`src/rtl/servo_pkg.sv`:
```
// Shared types and default constants for the servo slew front-end.
package servo_pkg;

  localparam int PW_W = 12;

  localparam int DEF_PERIOD   = 4000;
  localparam int DEF_PW_MIN   = 200;
  localparam int DEF_PW_MAX   = 400;
  localparam int DEF_STEP_MAX = 4;

  typedef enum logic [1:0] {
    IDLE = 2'd0,
    MAP  = 2'd1,
    SLEW = 2'd2
  } state_t;

endpackage

```
`src/rtl/frame_timer.sv`:
```
// Free-running frame counter 0..PERIOD with a tick on the last cycle of each frame.
module frame_timer #(
  parameter int PERIOD = 4000
) (
  input  logic clk,
  input  logic rst_n,
  output logic frame_tick
);

  localparam int CW = $clog2(PERIOD + 1);

  logic [CW-1:0] frame_cnt;

  assign frame_tick = (frame_cnt == CW'(PERIOD));

  always_ff @(posedge clk or negedge rst_n) begin
    if (!rst_n) begin
      frame_cnt <= '0;
    end else if (frame_tick) begin
      frame_cnt <= '0;
    end else begin
      frame_cnt <= frame_cnt + 1'b1;
    end
  end

endmodule

```
`src/rtl/servo_slew_ctrl.sv`:
```
// Maps position commands to a target pulse width and slews the PWM pulse width
// toward it by at most STEP_MAX per frame, changing only on frame boundaries.
module servo_slew_ctrl
  import servo_pkg::*;
#(
  parameter int PERIOD   = DEF_PERIOD,
  parameter int PW_MIN   = DEF_PW_MIN,
  parameter int PW_MAX   = DEF_PW_MAX,
  parameter int STEP_MAX = DEF_STEP_MAX
) (
  input  logic            clk,
  input  logic            rst_n,
  input  logic            en,
  input  logic            cmd_valid,
  input  logic [7:0]      cmd_pos,
  output logic            cmd_ready,
  output logic [PW_W-1:0] period,
  output logic [PW_W-1:0] pulsewidth,
  output logic            frame_tick,
  output logic            busy
);

  localparam int PW_SPAN = PW_MAX - PW_MIN;
  localparam int PROD_W  = PW_W + 8;

  localparam logic [PROD_W-1:0] SPAN_L   = PROD_W'(PW_SPAN);
  localparam logic [PW_W-1:0]   MIN_L    = PW_W'(PW_MIN);
  localparam logic [PW_W-1:0]   CENTER_L = PW_W'(PW_MIN + (PW_SPAN >> 1));
  localparam logic [PW_W-1:0]   STEP_L   = PW_W'(STEP_MAX);

  // Handshake: a command transfers on any rising clk edge where cmd_valid and
  // cmd_ready are both high; cmd_ready depends only on state, never on cmd_valid.

  state_t            state;
  logic [7:0]        pos_q;
  logic [PW_W-1:0]   target;
  logic [PROD_W-1:0] prod;
  logic [PW_W-1:0]   map_pw;
  logic [PW_W-1:0]   diff;
  logic [PW_W-1:0]   step;
  logic              accept;
  logic              do_step;

  frame_timer #(.PERIOD(PERIOD)) u_frame_timer (
    .clk        (clk),
    .rst_n      (rst_n),
    .frame_tick (frame_tick)
  );

  assign period    = PW_W'(PERIOD);
  assign cmd_ready = (state != MAP);
  assign busy      = (state != IDLE);
  assign accept    = cmd_valid & cmd_ready;

  // Full-width product then drop the /256 bits; 255 stays one LSB-ish short of PW_MAX.
  assign prod   = {{PW_W{1'b0}}, pos_q} * SPAN_L;
  assign map_pw = MIN_L + PW_W'(prod >> 8);

  always_comb begin
    diff = '0;
    step = '0;
    if (target >= pulsewidth) diff = target - pulsewidth;
    else                      diff = pulsewidth - target;
    step = (diff < STEP_L) ? diff : STEP_L;
  end

  assign do_step = (state == SLEW) & frame_tick & en & (diff != '0);

  always_ff @(posedge clk or negedge rst_n) begin
    if (!rst_n) begin
      state      <= IDLE;
      pos_q      <= '0;
      target     <= CENTER_L;
      pulsewidth <= CENTER_L;
    end else begin
      case (state)
        IDLE: begin
          if (accept) begin
            pos_q <= cmd_pos;
            state <= MAP;
          end
        end
        MAP: begin
          target <= map_pw;
          state  <= SLEW;
        end
        SLEW: begin
          // The step always uses the target already held; a retarget only
          // takes effect after the following MAP cycle.
          if (do_step) begin
            if (target > pulsewidth) pulsewidth <= pulsewidth + step;
            else                     pulsewidth <= pulsewidth - step;
          end
          if (accept) begin
            pos_q <= cmd_pos;
            state <= MAP;
          end else if (pulsewidth == target) begin
            state <= IDLE;
          end
        end
        default: state <= IDLE;
      endcase
    end
  end

endmodule

```
`config.mk`:
```
export PLATFORM = sky130hd
export DESIGN_NAME = servo_slew_ctrl
export DESIGN_NICKNAME = d
export VERILOG_FILES = /design/src/rtl/servo_pkg.sv /design/src/rtl/frame_timer.sv /design/src/rtl/servo_slew_ctrl.sv
export SDC_FILE = /design/constraint.sdc
export NUM_CORES = 1
export LEC_CHECK = 0
export ABC_CLOCK_PERIOD_IN_PS = 5400
export CORE_MARGIN = 1
export CORE_UTILIZATION = 40
export CTS_CLUSTER_SIZE = 16
export DETAILED_ROUTE_END_ITERATION = 16
export PLACE_DENSITY = 0.58
export SLEW_MARGIN = 10
export SYNTH_ARGS = -nofsm -noshare
export SYNTH_HDL_FRONTEND = slang
export SYNTH_SLANG_ARGS = --single-unit
export TNS_END_PERCENT = 10
```
`constraint.sdc`:
```
create_clock -name clk -period 5.4 [get_ports clk]
set_input_delay 1.35 -clock clk [delete_from_list [all_inputs] [get_ports clk]]
set_output_delay 1.35 -clock clk [all_outputs]
set_load 0.01 [all_outputs]
```
-- After elaboration in Yosys (flattened, before gate mapping)
Index checks and enable logic that the tools add are counted.
- register bits after elaboration: 46
- logic and storage cells: 41
- bits of input ports: 12
- output and inout bits: 27
- equal/unequal tests: 7
- muxes and demuxes: 8
- bitwise gates (word level): 4
- $add $sub $neg: 6
- reductions and logical operators: 7
- multipliers: 1
- magnitude comparators: 3
- operators with widths (cell ; count):
    12-bit two-way mux ; 4
    12-bit subtractor ; 3
    8-bit by 5-bit multiplier with 13-bit output, second input constant ; 1
    12-bit by 1-bit adder with 12-bit output, second input constant ; 1
    12-bit adder ; 1
    12-bit equality test ; 1
    12-bit equality test, second input constant ; 1
    12-bit greater-or-equal comparator ; 1
    12-bit > comparator ; 1
    12-bit by 3-bit less-than comparator with 1-bit output, second input constant ; 1
    12-bit nonzero test ; 1
    8-bit by 8-bit adder with 9-bit output, first input constant ; 1
    2-bit two-way mux ; 3
    2-bit case mux with 3 select lines ; 1
    2-bit AND reduction ; 3
    1-bit AND ; 4
    3-bit by 2-bit != test with 1-bit output, second input constant ; 1
    2-bit by 1-bit equality test with 1-bit output, second input constant ; 1
    2-bit equality test, second input constant ; 1
    2-bit logical NOT ; 1
    2-bit by 1-bit != test with 1-bit output, second input constant ; 1
    2-bit != test, second input constant ; 1
    2-bit nonzero test ; 1
    2-bit OR reduction ; 1

-- Logic depth before layout (Yosys ltp)
- depth after elaboration: 6
- depth in mapped cells: 25
- mapped depth without buffers: 25

-- By module
From an unflattened synthesis, not the netlist that was laid out.
- cell total of the unflattened synthesis: 481
- area, all modules: 4360.4 µm²
- by module, submodules not included (module ; seq. area each (µm²) ; cells each ; times used ; area an instance (µm²)):
    servo_slew_ctrl ; 785.8 ; 423 ; 1 ; 3741.1
    frame_timer ; 300.3 ; 58 ; 1 ; 619.3

-- Worst setup path after synthesis
Ideal clock, no wire load.
- path type: flip-flop to flip-flop
- from: register pulsewidth[5]
- to: register pulsewidth[10]
- path slack: -0.093 ns
- setup time: 0.128 ns
- data arrival time: 5.365 ns
- required time: 5.272 ns
- buffers on the path: 2
- cell stages (with the launch flop): 24
- period minus slack after synthesis: 5.493 ns
- cells stage by stage: dfstp_2 -> inv_1 -> ha_1 -> buf_2 -> nand4_1 -> or4_1 -> buf_2 -> nand2_4 -> mux2i_1 -> xor2_1 -> o2111ai_2 -> or3_1 -> ha_1 -> a31oi_1 -> fa_1 -> a21o_1 -> a21o_1 -> a21o_1 -> a21oi_1 -> o21ai_1 -> a21o_1 -> a21oi_1 -> xnor2_1 -> mux2_1
- word-level cells in the longest chain between the ends: 6
- elaborated cells between the ends (all ways): 13
- classes of those cells: 4 x add/sub; 3 x order compare; 3 x mux; 1 x bitwise; 2 x reduce/logical
- RTL lines (item ; line ; text):
    start: declaration ; servo_slew_ctrl.sv:18 ; output logic [PW_W-1:0] pulsewidth,
    start signal: assignment ; servo_slew_ctrl.sv:91 ; if (target > pulsewidth) pulsewidth <= pulsewidth + step;
    start signal: assignment ; servo_slew_ctrl.sv:92 ; else pulsewidth <= pulsewidth - step;
    12-bit subtractor, or another cell as far along ; servo_slew_ctrl.sv:63 ; else diff = pulsewidth - target;
    12-bit two-way mux ; servo_slew_ctrl.sv:62 ; if (target >= pulsewidth) diff = target - pulsewidth;
    12-bit by 3-bit less-than comparator with 1-bit output ; servo_slew_ctrl.sv:64 ; step = (diff < STEP_L) ? diff : STEP_L;
    12-bit two-way mux ; servo_slew_ctrl.sv:64 ;
    12-bit subtractor or 12-bit adder (tied branches) ; servo_slew_ctrl.sv:92, servo_slew_ctrl.sv:91 ;
    12-bit two-way mux ; servo_slew_ctrl.sv:91 ;
Parallel ways exist; a longest one is shown, timed or not.
A chain may end at the register's enable or synchronous reset.

-- Final worst setup path
- from: register pulsewidth[3]
- to: register pulsewidth[10]
Same word-level chain as after synthesis.

==> results.json <==
{
  "grt_pass1_vias": 3423,
  "synth_seq_area_share": 0.258,
  "cts_hold_buf": 0,
  "cp_data_required_time_ns": 5.60,
  "reg2reg_to": "pulsewidth[10]$_DFFE_PN0P_",
  "die_area_um2": 10900,
  "relSlewSlack": 0.355,
  "cts_tree": "done",
  "end_kind": "flip-flop",
  "critical_path.cell_chain": "inv_1 -> ha_2 -> buf_4 -> and3_1 -> a311o_1 -> o22ai_2 -> xnor2_2 -> buf_4 -> o211ai_1 -> o21ai_2 -> or3_4 -> ha_4 -> a31oi_4 -> buf_4 -> fa_2 -> a21o_1 -> a21o_1 -> a21o_1 -> a21oi_2 -> o21ai_2 -> a21o_1 -> a21oi_2 -> xnor2_1 -> mux2_1",
  "cts_buffers": 5,
  "syn_area_um2": 4210,
  "synth_cells": 469,
  "rr_worst_depth": 24,
  "wire_per_inst_um": 14.6,
  "track_usage": 0.190,
  "p_leak_uw": 0.00266,
  "ff2ff_setup_slack_ns": 0.11,
  "root_buffer": "clkbuf_8",
  "drt_iter0_drc": 132,
  "syn2layout_area_growth_pct": 29.2,
  "n_fill_cell": 950,
  "grt_max_degree": 44,
  "min_path_type": "flip-flop to flip-flop",
  "wl_mm": 10.2,
  "worstSetupPathType": "flip-flop to flip-flop",
  "postRouteAntennaNets": 0,
  "clk_latency_ns": 0.31,
  "fin_area_um2": 5440,
  "r2r_start": "pulsewidth[3]$_DFFE_PN1P_",
  "cpMaxStageDelayCell": "dfstp_2",
  "crit_path_start_kind": "flip-flop",
  "report.final.slew_viol_count": 0,
  "ys.flop_type": "dfrtp_1",
  "core_um2": 10300,
  "synth_edf_count": 0,
  "crit_family": "compound AO/OA/AOI/OAI gates",
  "place_congestion": 0.894,
  "ir_drop_mv": 0.180,
  "max_freq_mhz": 189,
  "die_h_um": 105,
  "seq_area_um2": 1090,
  "pin_count": 39,
  "rsz0062_at_grt": "true",
  "min_to": "u_frame_timer.frame_cnt[9]$_DFF_PN0_",
  "multi_input_area_um2": 3090,
  "yosys_register_bits": 43,
  "io_buffers": 26,
  "num_vias": 3603,
  "total_power_uw": 1890,
  "dpl_cell_area_um2": 5030,
  "nets": 641,
  "cp.arrival_ns": 5.49,
  "cts.clk_slew.worst_paths_ns": 0.10,
  "n_antenna_cell": 0,
  "die_w_um": 105,
  "synth.area.top_cells": "dfrtp_1, ha_1, dfstp_2",
  "cpPeakStageDelay_ns": 0.54,
  "core.rowCount": 37,
  "ctsHtreeMaxLevel": 2,
  "crit_buf_inv": 4,
  "yosys.cell_types.count": 67,
  "status": "finished clean",
  "final_common_cell": "buf_4",
  "grt_first_pass_wirelength_mm": 16.6,
  "avgSynthCellArea_um2": 8.98,
  "drive_gt1_frac": 0.266,
  "drcViolationCount": 0,
  "synth_top_area_frac": 0.208,
  "cp_common_cell": "a21o_1",
  "mostFrequentLayoutCells": "buf_4, ha_1, inv_1",
  "yosys_warnings": 0,
  "initial_core_util": 0.410,
  "power_density_nw_per_um2": 347,
  "placedCellCount": 683,
  "period_share": 0.980,
  "stdcell_count": 700,
  "fin_crit_ns": 5.29,
  "hold_violations": 0,
  "async_flop_share": 1.00,
  "cp_max_fo": 5,
  "antenna_found_initial": 0,
  "finalSetupViolCount": 0,
  "cts_num_sinks": 43,
  "viasPerCell": 5.15,
  "clk_path_buf_depth": 2,
  "crit_path_start": "pulsewidth[3]$_DFFE_PN1P_",
  "dpl.hpwl_mm": 8.00,
  "holdWs_ns": 0.499,
  "fin_skew_ns": 0.0139,
  "overflow": 0,
  "min_delay_path_depth": 1,
  "first_pass_iters": 4,
  "cap_violations": 0,
  "yosys.area.top_type": "dfrtp_1",
  "tightest_slew_ns": 0.967,
  "min-delay-start": "u_frame_timer.frame_cnt[9]$_DFF_PN0_"
}
## power by group
group          internal [uW]  switching (uW)  leakage, uW
logic                    564             640      0.00211
clock network            140             125    0.0000587
registers                378            40.2     0.000496
## cell type report
type / count / share of cell area
clock buffers: 5 / 0.0126
repair buffers: 101 / 0.150
flip-flops and latches: 43 / 0.199
multi-input cells: 369 / 0.568
inverters: 43 / 0.0296
well taps: 136 / 0.0313
clock inverters: 3 / 0.00873
## synthesized netlist by cell type (3+ instances only)
library cell  count
ha_1             60
inv_1            43
dfrtp_1          35
nand2_1          32
nor2_1           30
a21oi_1          24
xnor2_1          21
o21ai_0          15
a21o_1           14
mux2i_1          14
xor2_1           13
buf_4            12
nand3_1          12
nor3_1           11
mux2_2            9
dfstp_2           8
and3_1            7
o21ai_1           7
a211oi_1          6
clkbuf_1          6
fa_1              6
nand2b_1          5
nor2b_1           5
a31o_1            4
nand4_1           4
o21a_1            4
or3_1             4
a31oi_1           3
buf_2             3
o211ai_1          3
o31ai_1           3
## registers in the layout, indices dropped and copies added (netlist names)
register                 count
u_frame_timer.frame_cnt     12
target                       9
pulsewidth                  12
state                        2
pos_q                        8
## stage by stage
step	TNS [ns]	utilization	worst slack, ns
2_1_floorplan	0	-	0.0145
3_5_place_dp	-0.733	0.490	-0.383
4_1_cts	0	0.513	0.000180
6_report	0	0.530	0.110
5_1_grt	-0.112	0.530	-0.112
3_3_place_gp	-1.24	0.490	-0.466
## logic make-up (layout without fill, tap and decap cells)
kind of cell    count (synthesis)  count (layout)  share of synthesized area
compound gates                109             109                      0.184
xor+xnor                       34              34                     0.0707
fa+ha+maj                      66              66                      0.207
buf+inv                        67             152                     0.0731
flops                          43              43                      0.258
mux                            25              25                     0.0636
other cells                     2              12                    0.00178
simple gates                  123             123                      0.143
## repair_timing
action / in CTS / in global routing
buffers inserted: 2 / 7
setup endpoints to repair: 3 / 4
resized for setup: 23 / 23
pin swaps: 12 / 20
gates cloned: 0 / 0
hold endpoints to repair: 0 / 0
## worst max-delay path by stage
| stage | to | slack (ns) | cells past startpoint |
|---|---|---|---|
| after global routing | pulsewidth[10]$_DFFE_PN0P_ | -0.11 | 25 |
| after global placement | pulsewidth[11]$_DFFE_PN0P_ | -0.47 | 24 |
| after CTS | pulsewidth[10]$_DFFE_PN0P_ | 0.0002 | 24 |
| final | pulsewidth[10]$_DFFE_PN0P_ | 0.11 | 24 |
| after floorplan | pulsewidth[10]$_DFFE_PN0P_ | 0.01 | 23 |
| after detailed placement | pulsewidth[11]$_DFFE_PN0P_ | -0.38 | 24 |
## layer usage
metal,GRT usage,up-vias,share of wire
met4,0.0785,0,0.035
met5,0,-,0
li1,-,1824,-
met1,0.248,1680,0.47
met2,0.315,78,0.47
met3,0.0250,21,0.030
(Power assumes the default switching activity.)
